**src/rtl/id_ex_stage_reg_pkg.sv**
```systemverilog
// Shared types and ALU command encodings for the ID/EX pipeline register.
// The EX_* values mirror the project's constants.h so both sides agree.
package id_ex_stage_reg_pkg;

    localparam logic [3:0] EX_NOP = 4'b0000;
    localparam logic [3:0] EX_MOV = 4'b0001;
    localparam logic [3:0] EX_ADD = 4'b0010;
    localparam logic [3:0] EX_ADC = 4'b0011;
    localparam logic [3:0] EX_SUB = 4'b0100;
    localparam logic [3:0] EX_SBC = 4'b0101;
    localparam logic [3:0] EX_AND = 4'b0110;
    localparam logic [3:0] EX_ORR = 4'b0111;
    localparam logic [3:0] EX_EOR = 4'b1000;
    localparam logic [3:0] EX_MVN = 4'b1001;
    localparam logic [3:0] EX_CMP = 4'b0100;
    localparam logic [3:0] EX_TST = 4'b0110;
    localparam logic [3:0] EX_LDR = 4'b0010;
    localparam logic [3:0] EX_STR = 4'b0010;

    typedef struct packed {
        logic       wbEn;
        logic       memRead;
        logic       memWrite;
        logic       branch;
        logic       srUpdate;
        logic [3:0] exCmd;
    } ctrl_t;

    typedef struct packed {
        logic [31:0] pc;
        logic [31:0] valRn;
        logic [31:0] valRm;
        logic        imm;
        logic [11:0] shiftOperand;
        logic [23:0] signedImm24;
        logic [3:0]  dest;
        logic [3:0]  src1;
        logic [3:0]  src2;
        logic        carry;
    } data_t;

    // A bubble must have no side effect downstream, so every control bit is zero.
    localparam ctrl_t CTRL_BUBBLE = '0;

endpackage

```
**src/rtl/id_ex_stage_reg_sat_counter.sv**
```systemverilog
// Saturating up-counter: sticks at all-ones instead of wrapping.
module sat_counter
    import id_ex_stage_reg_pkg::*;
#(
    parameter int W = 16
) (
    input  logic         clk,
    input  logic         rst,
    input  logic         en,
    output logic [W-1:0] count
);

    logic [W-1:0] count_d;
    logic [W-1:0] count_q;

    always_comb begin
        count_d = count_q;
        if (en && (count_q != '1)) begin
            count_d = count_q + W'(1);
        end
    end

    always_ff @(posedge clk) begin
        if (rst) begin
            count_q <= '0;
        end else begin
            count_q <= count_d;
        end
    end

    assign count = count_q;

endmodule

```
**src/rtl/id_ex_stage_reg.sv**
```systemverilog
// ID/EX pipeline register with bubble/squash/freeze handling and
// saturating counters for issued and bubbled slots.
module id_ex_stage_reg
    import id_ex_stage_reg_pkg::*;
#(
    parameter int CNT_W = 16
) (
    input  logic             clk,
    input  logic             rst,
    input  logic             flush,
    input  logic             freeze,
    input  logic             hazard,
    input  logic             WB_en_in,
    input  logic             mem_read_in,
    input  logic             mem_write_in,
    input  logic             B_in,
    input  logic             S_in,
    input  logic [3:0]       EX_command_in,
    input  logic [31:0]      PC_in,
    input  logic [31:0]      val_Rn_in,
    input  logic [31:0]      val_Rm_in,
    input  logic             imm_in,
    input  logic [11:0]      shift_operand_in,
    input  logic [23:0]      signed_imm_24_in,
    input  logic [3:0]       dest_in,
    input  logic [3:0]       src1_in,
    input  logic [3:0]       src2_in,
    input  logic             carry_in,
    output logic             WB_en_out,
    output logic             mem_read_out,
    output logic             mem_write_out,
    output logic             B_out,
    output logic             S_out,
    output logic [3:0]       EX_command_out,
    output logic [31:0]      PC_out,
    output logic [31:0]      val_Rn_out,
    output logic [31:0]      val_Rm_out,
    output logic             imm_out,
    output logic [11:0]      shift_operand_out,
    output logic [23:0]      signed_imm_24_out,
    output logic [3:0]       dest_out,
    output logic [3:0]       src1_out,
    output logic [3:0]       src2_out,
    output logic             carry_out,
    output logic             valid_out,
    output logic [CNT_W-1:0] issued_cnt,
    output logic [CNT_W-1:0] bubble_cnt
);

    ctrl_t ctrlIn;
    ctrl_t ctrl_d;
    ctrl_t ctrl_q;
    data_t data_d;
    data_t data_q;
    logic  valid_d;
    logic  valid_q;
    logic  squash;

    assign squash = flush | hazard;
    assign ctrlIn = '{wbEn: WB_en_in, memRead: mem_read_in, memWrite: mem_write_in,
                      branch: B_in, srUpdate: S_in, exCmd: EX_command_in};
    assign data_d = '{pc: PC_in, valRn: val_Rn_in, valRm: val_Rm_in, imm: imm_in,
                      shiftOperand: shift_operand_in, signedImm24: signed_imm_24_in,
                      dest: dest_in, src1: src1_in, src2: src2_in, carry: carry_in};

    // Squash and bubble both replace the control word; data fields still load.
    always_comb begin
        ctrl_d  = ctrlIn;
        valid_d = 1'b1;
        if (squash) begin
            ctrl_d  = CTRL_BUBBLE;
            valid_d = 1'b0;
        end
    end

    always_ff @(posedge clk) begin
        if (rst) begin
            ctrl_q  <= CTRL_BUBBLE;
            data_q  <= '0;
            valid_q <= 1'b0;
        end else if (!freeze) begin
            ctrl_q  <= ctrl_d;
            data_q  <= data_d;
            valid_q <= valid_d;
        end
    end

    sat_counter #(.W(CNT_W)) u_issuedCnt (
        .clk   (clk),
        .rst   (rst),
        .en    (!freeze && !squash),
        .count (issued_cnt)
    );

    sat_counter #(.W(CNT_W)) u_bubbleCnt (
        .clk   (clk),
        .rst   (rst),
        .en    (!freeze && squash),
        .count (bubble_cnt)
    );

    assign WB_en_out         = ctrl_q.wbEn;
    assign mem_read_out      = ctrl_q.memRead;
    assign mem_write_out     = ctrl_q.memWrite;
    assign B_out             = ctrl_q.branch;
    assign S_out             = ctrl_q.srUpdate;
    assign EX_command_out    = ctrl_q.exCmd;
    assign PC_out            = data_q.pc;
    assign val_Rn_out        = data_q.valRn;
    assign val_Rm_out        = data_q.valRm;
    assign imm_out           = data_q.imm;
    assign shift_operand_out = data_q.shiftOperand;
    assign signed_imm_24_out = data_q.signedImm24;
    assign dest_out          = data_q.dest;
    assign src1_out          = data_q.src1;
    assign src2_out          = data_q.src2;
    assign carry_out         = data_q.carry;
    assign valid_out         = valid_q;

endmodule

```
**config.mk**
```make
export PLATFORM = sky130hd
export DESIGN_NAME = id_ex_stage_reg
export DESIGN_NICKNAME = d
export VERILOG_FILES = /design/src/rtl/id_ex_stage_reg_pkg.sv /design/src/rtl/id_ex_stage_reg_sat_counter.sv /design/src/rtl/id_ex_stage_reg.sv
export SDC_FILE = /design/constraint.sdc
export NUM_CORES = 1
export LEC_CHECK = 0
export CAP_MARGIN = 20
export CELL_PAD_IN_SITES_DETAIL_PLACEMENT = 0
export CELL_PAD_IN_SITES_GLOBAL_PLACEMENT = 2
export CORE_ASPECT_RATIO = 1.1
export CORE_MARGIN = 2
export CORE_UTILIZATION = 21
export DETAILED_ROUTE_END_ITERATION = 7
export PLACE_DENSITY = 0.8
export RECOVER_POWER = 100
export SLEW_MARGIN = 20
export SYNTH_ARGS = -nofsm -noshare
export SYNTH_HDL_FRONTEND = slang
export SYNTH_SLANG_ARGS = --single-unit
```
**constraint.sdc**
```tcl
create_clock -name clk -period 1.9 [get_ports clk]
set_input_delay 0.19 -clock clk [delete_from_list [all_inputs] [get_ports clk]]
set_output_delay 0.19 -clock clk [all_outputs]
set_load 0.01 [all_outputs]
```
==> flow_metrics.env <==
export IMPL_cpLargestDelayFamily="simple AND/OR/NAND/NOR gates"
export IMPL_dieArea_um2=35200
export IMPL_fin_nets=1231
export IMPL_antenna_left=0
export IMPL_cp_cell_sequence="ha_4, or4b_4, or3_4, or4_4, a21oi_2"
export IMPL_clk_pin_slew_ns=0.07
export IMPL_synthFlopType="dfxtp_1"
export IMPL_critPathMaxFanout=4
export IMPL_hold_path_class="in -> reg"
export IMPL_fin_crit_sh_pct=102
export IMPL_status="finished with violations"
export IMPL_wire_per_inst_um=15.2
export IMPL_h_tree_depth=4
export IMPL_yosys_warnings=0
export IMPL_antenna_found_initial=0
export IMPL_cts_sink_count=188
export IMPL_synth_fp_nets=869
export IMPL_synth_adder_area_share_pct=0.353
export IMPL_synth_commonest_cells="188 x dfxtp_1, 169 x nor2_1, 147 x mux2i_1, 25 x clkbuf_1, 22 x a21oi_1"
export IMPL_dp_cells=1480
export IMPL_tritoncts="built"
export IMPL_cp_start_kind="register"
export IMPL_core_um2=33300
export IMPL_stdcell_count=1514
export IMPL_start_util_pct=21.3
export IMPL_power_density_nw_per_um2=759
export IMPL_design_power_total_w=0.00906
export IMPL_wl_um=23000
export IMPL_rsz0062_at_grt="true"
export IMPL_synth_compound_area_share_pct=5.17
export IMPL_io_buffers=347
export IMPL_die_h_um=197
export IMPL_required_ns=2.27
export IMPL_hold_violations=0
export IMPL_synth_simple_area_share_pct=16.8
export IMPL_synth_edf_count=0
export IMPL_clk_path_buf_depth=2
export IMPL_top_level_ports=348
export IMPL_grt_max_degree=109
export IMPL_antenna_cells=0
export IMPL_synth_top_area_share_pct=53.1
export IMPL_crit_path_end_kind="register"
export IMPL_hold_buffers=0
export IMPL_cts_root_buffer="clkbuf_16"
export IMPL_globalRouteOverflowTotal=0
export IMPL_post_dp_hpwl_um=16500
export IMPL_ys_async_sr_fraction_pct=0
export IMPL_fillers=3419
export IMPL_routed_via_density=4.23
export IMPL_violations="negative setup slack"
export IMPL_synth_area_leader_cell="dfxtp_1"
export IMPL_fmax_mhz=514
export IMPL_syn_to_final_growth_pct=68.3
export IMPL_timing_setup_tns_ns=-0.0474
export IMPL_critPathKind="reg -> reg"
export IMPL_worst_slew_pin_slew_ns=0.843
export IMPL_ys_ff_latch=188
export IMPL_slew_headroom_pct=43.8
export IMPL_hold_ws_ns=0.159
export IMPL_yosys_top_cells_area="dfxtp_1 53%, mux2i_1 21%, nor2_1 9.0%"
export IMPL_grt_pass1_vias=6042
export IMPL_ys_types=34
export IMPL_grt_first_pass_wirelength_um=34400
export IMPL_vias=6402
export IMPL_synth_top_family_by_area="multiplexers"
export IMPL_drc=0
export IMPL_clock_skew_ns=0.00729
export IMPL_gp_congestion=0.747
export IMPL_slowest_delay_ns=0.48
export IMPL_critPathBufInv=0
export IMPL_setup_slack_ns=-0.0474
export IMPL_netlist_instances=707
export IMPL_fp_dieW_um=179
export IMPL_ir_worst_vdd_uv=499
export IMPL_drv_cap=0
export IMPL_synthesis_area_um2=7080
export IMPL_cts_made_buffers=17
export IMPL_maxSlewViolCount=0
export IMPL_avgSynthCellArea_um2=10.0
export IMPL_synth_most_common_cell="dfxtp_1"
export IMPL_setup_violations=1
export IMPL_synth_xor_area_share_pct=0
export IMPL_insertion_delay_ns=0.43
export IMPL_track_usage_pct=12.6
export IMPL_timing_final_crit_period_ns=1.95
export IMPL_drive_gt1_share_pct=9.15
export IMPL_p_leak_nw=4.75
export IMPL_ys_seq_area_share_pct=53.1
export IMPL_muxShareOfSynthArea_pct=21.9
export IMPL_worstPathArrival_ns=2.32
export IMPL_critPathSlowestCell="or4_4"
export IMPL_rows=70
export IMPL_drt_iter0_drc=215
export IMPL_dr_pass1_iters=4
[layout make-up]
| cell class | instances | area [µm²] | share of cell area [%] |
|---|---|---|---|
| clock buffer | 19 | 443 | 3.71 |
| clock inverter | 13 | 105 | 0.881 |
| inverter | 6 | 22.5 | 0.189 |
| multi-input combinational | 470 | 3220 | 27.0 |
| sequential | 188 | 3770 | 31.6 |
| tap | 432 | 541 | 4.53 |
| timing repair buffer | 386 | 3820 | 32.1 |
[where the power goes]
part | switching [W] | total (W) | internal, W
sequential | 0.0000974 | 0.00423 | 0.00413
clock | 0.00173 | 0.00348 | 0.00175
combinational | 0.000525 | 0.00135 | 0.000823
[worst paths after layout]
check / end / cells past startpoint / from / slack [ns]
worst max-delay path: u_issuedCnt.count[10]$_SDFFE_PP0P_ / 5 / u_issuedCnt.count[0]$_SDFFE_PP0P_ / -0.05
worst min-delay path: PC_out[1]$_SDFFE_PP0N_ / 2 / rst / 0.16
worst max register to register: u_issuedCnt.count[10]$_SDFFE_PP0P_ / 5 / u_issuedCnt.count[0]$_SDFFE_PP0P_ / -0.05
worst min register to register: val_Rm_out[10]$_SDFFE_PP0N_ / 2 / val_Rm_out[10]$_SDFFE_PP0N_ / 0.49
[per-stage QoR]
| step | worst slack (ns) | area, µm² | util, % |
|---|---|---|---|
| 2_1_floorplan | -0.103 | 7110 | - |
| 3_3_place_gp | -0.359 | 11300 | 33.9 |
| 3_5_place_dp | -0.350 | 11300 | 33.9 |
| 4_1_cts | -0.0515 | 11800 | 35.5 |
| 5_1_grt | -0.116 | 11900 | 35.8 |
| 6_report | -0.0474 | 11900 | 35.8 |
[metal layers]
layer | part of all wire [%] | global-route usage [%]
met1 | 40 | 14.5
met2 | 49 | 21.4
met3 | 8.3 | 4.76
met4 | 2.1 | 4.48
met5 | 0 | 0
[state kept, by name, indices dropped and copies added, names as in the netlist]
name and flops:
valid_out 1, WB_en_out 1, shift_operand_out 12, val_Rn_out 32
B_out 1, val_Rm_out 32, dest_out 4, u_bubbleCnt.count 16
PC_out 32, src1_out 4, src2_out 4, S_out 1
u_issuedCnt.count 16, mem_read_out 1, mem_write_out 1, signed_imm_24_out 24
carry_out 1, EX_command_out 4, imm_out 1
[kinds of logic after synthesis]
kind of cell	count (synthesis)
DFF	188
muxes	154
and+or+nand+nor	256
adders and majority gates	2
AOI/OAI and AO/OA	58
buffers and inverters	49
[placed cells by master, fill, tap and decap left out, drive strengths merged, types with 6 or more instances in the layout]
cell type and instances:
mux2 7, clkbuf 20, a22oi 9, buf 40, nor2b 8, clkdlybuf4s50 345, nor2 169, or4 11
nand3 9, inv 13, a21oi 22, o31ai 11, nand2 10, and3 6, o21ai 8, dfxtp 188
mux2i 147, or3 11, nand4 11
[timing repair]
action | in CTS | in global routing
setup endpoints to repair | 5 | 9
setup buffers | 0 | 2
pin swaps | 2 | 5
gates resized for setup | 3 | 14
Note: power is estimated with default switching activity, not from simulation.
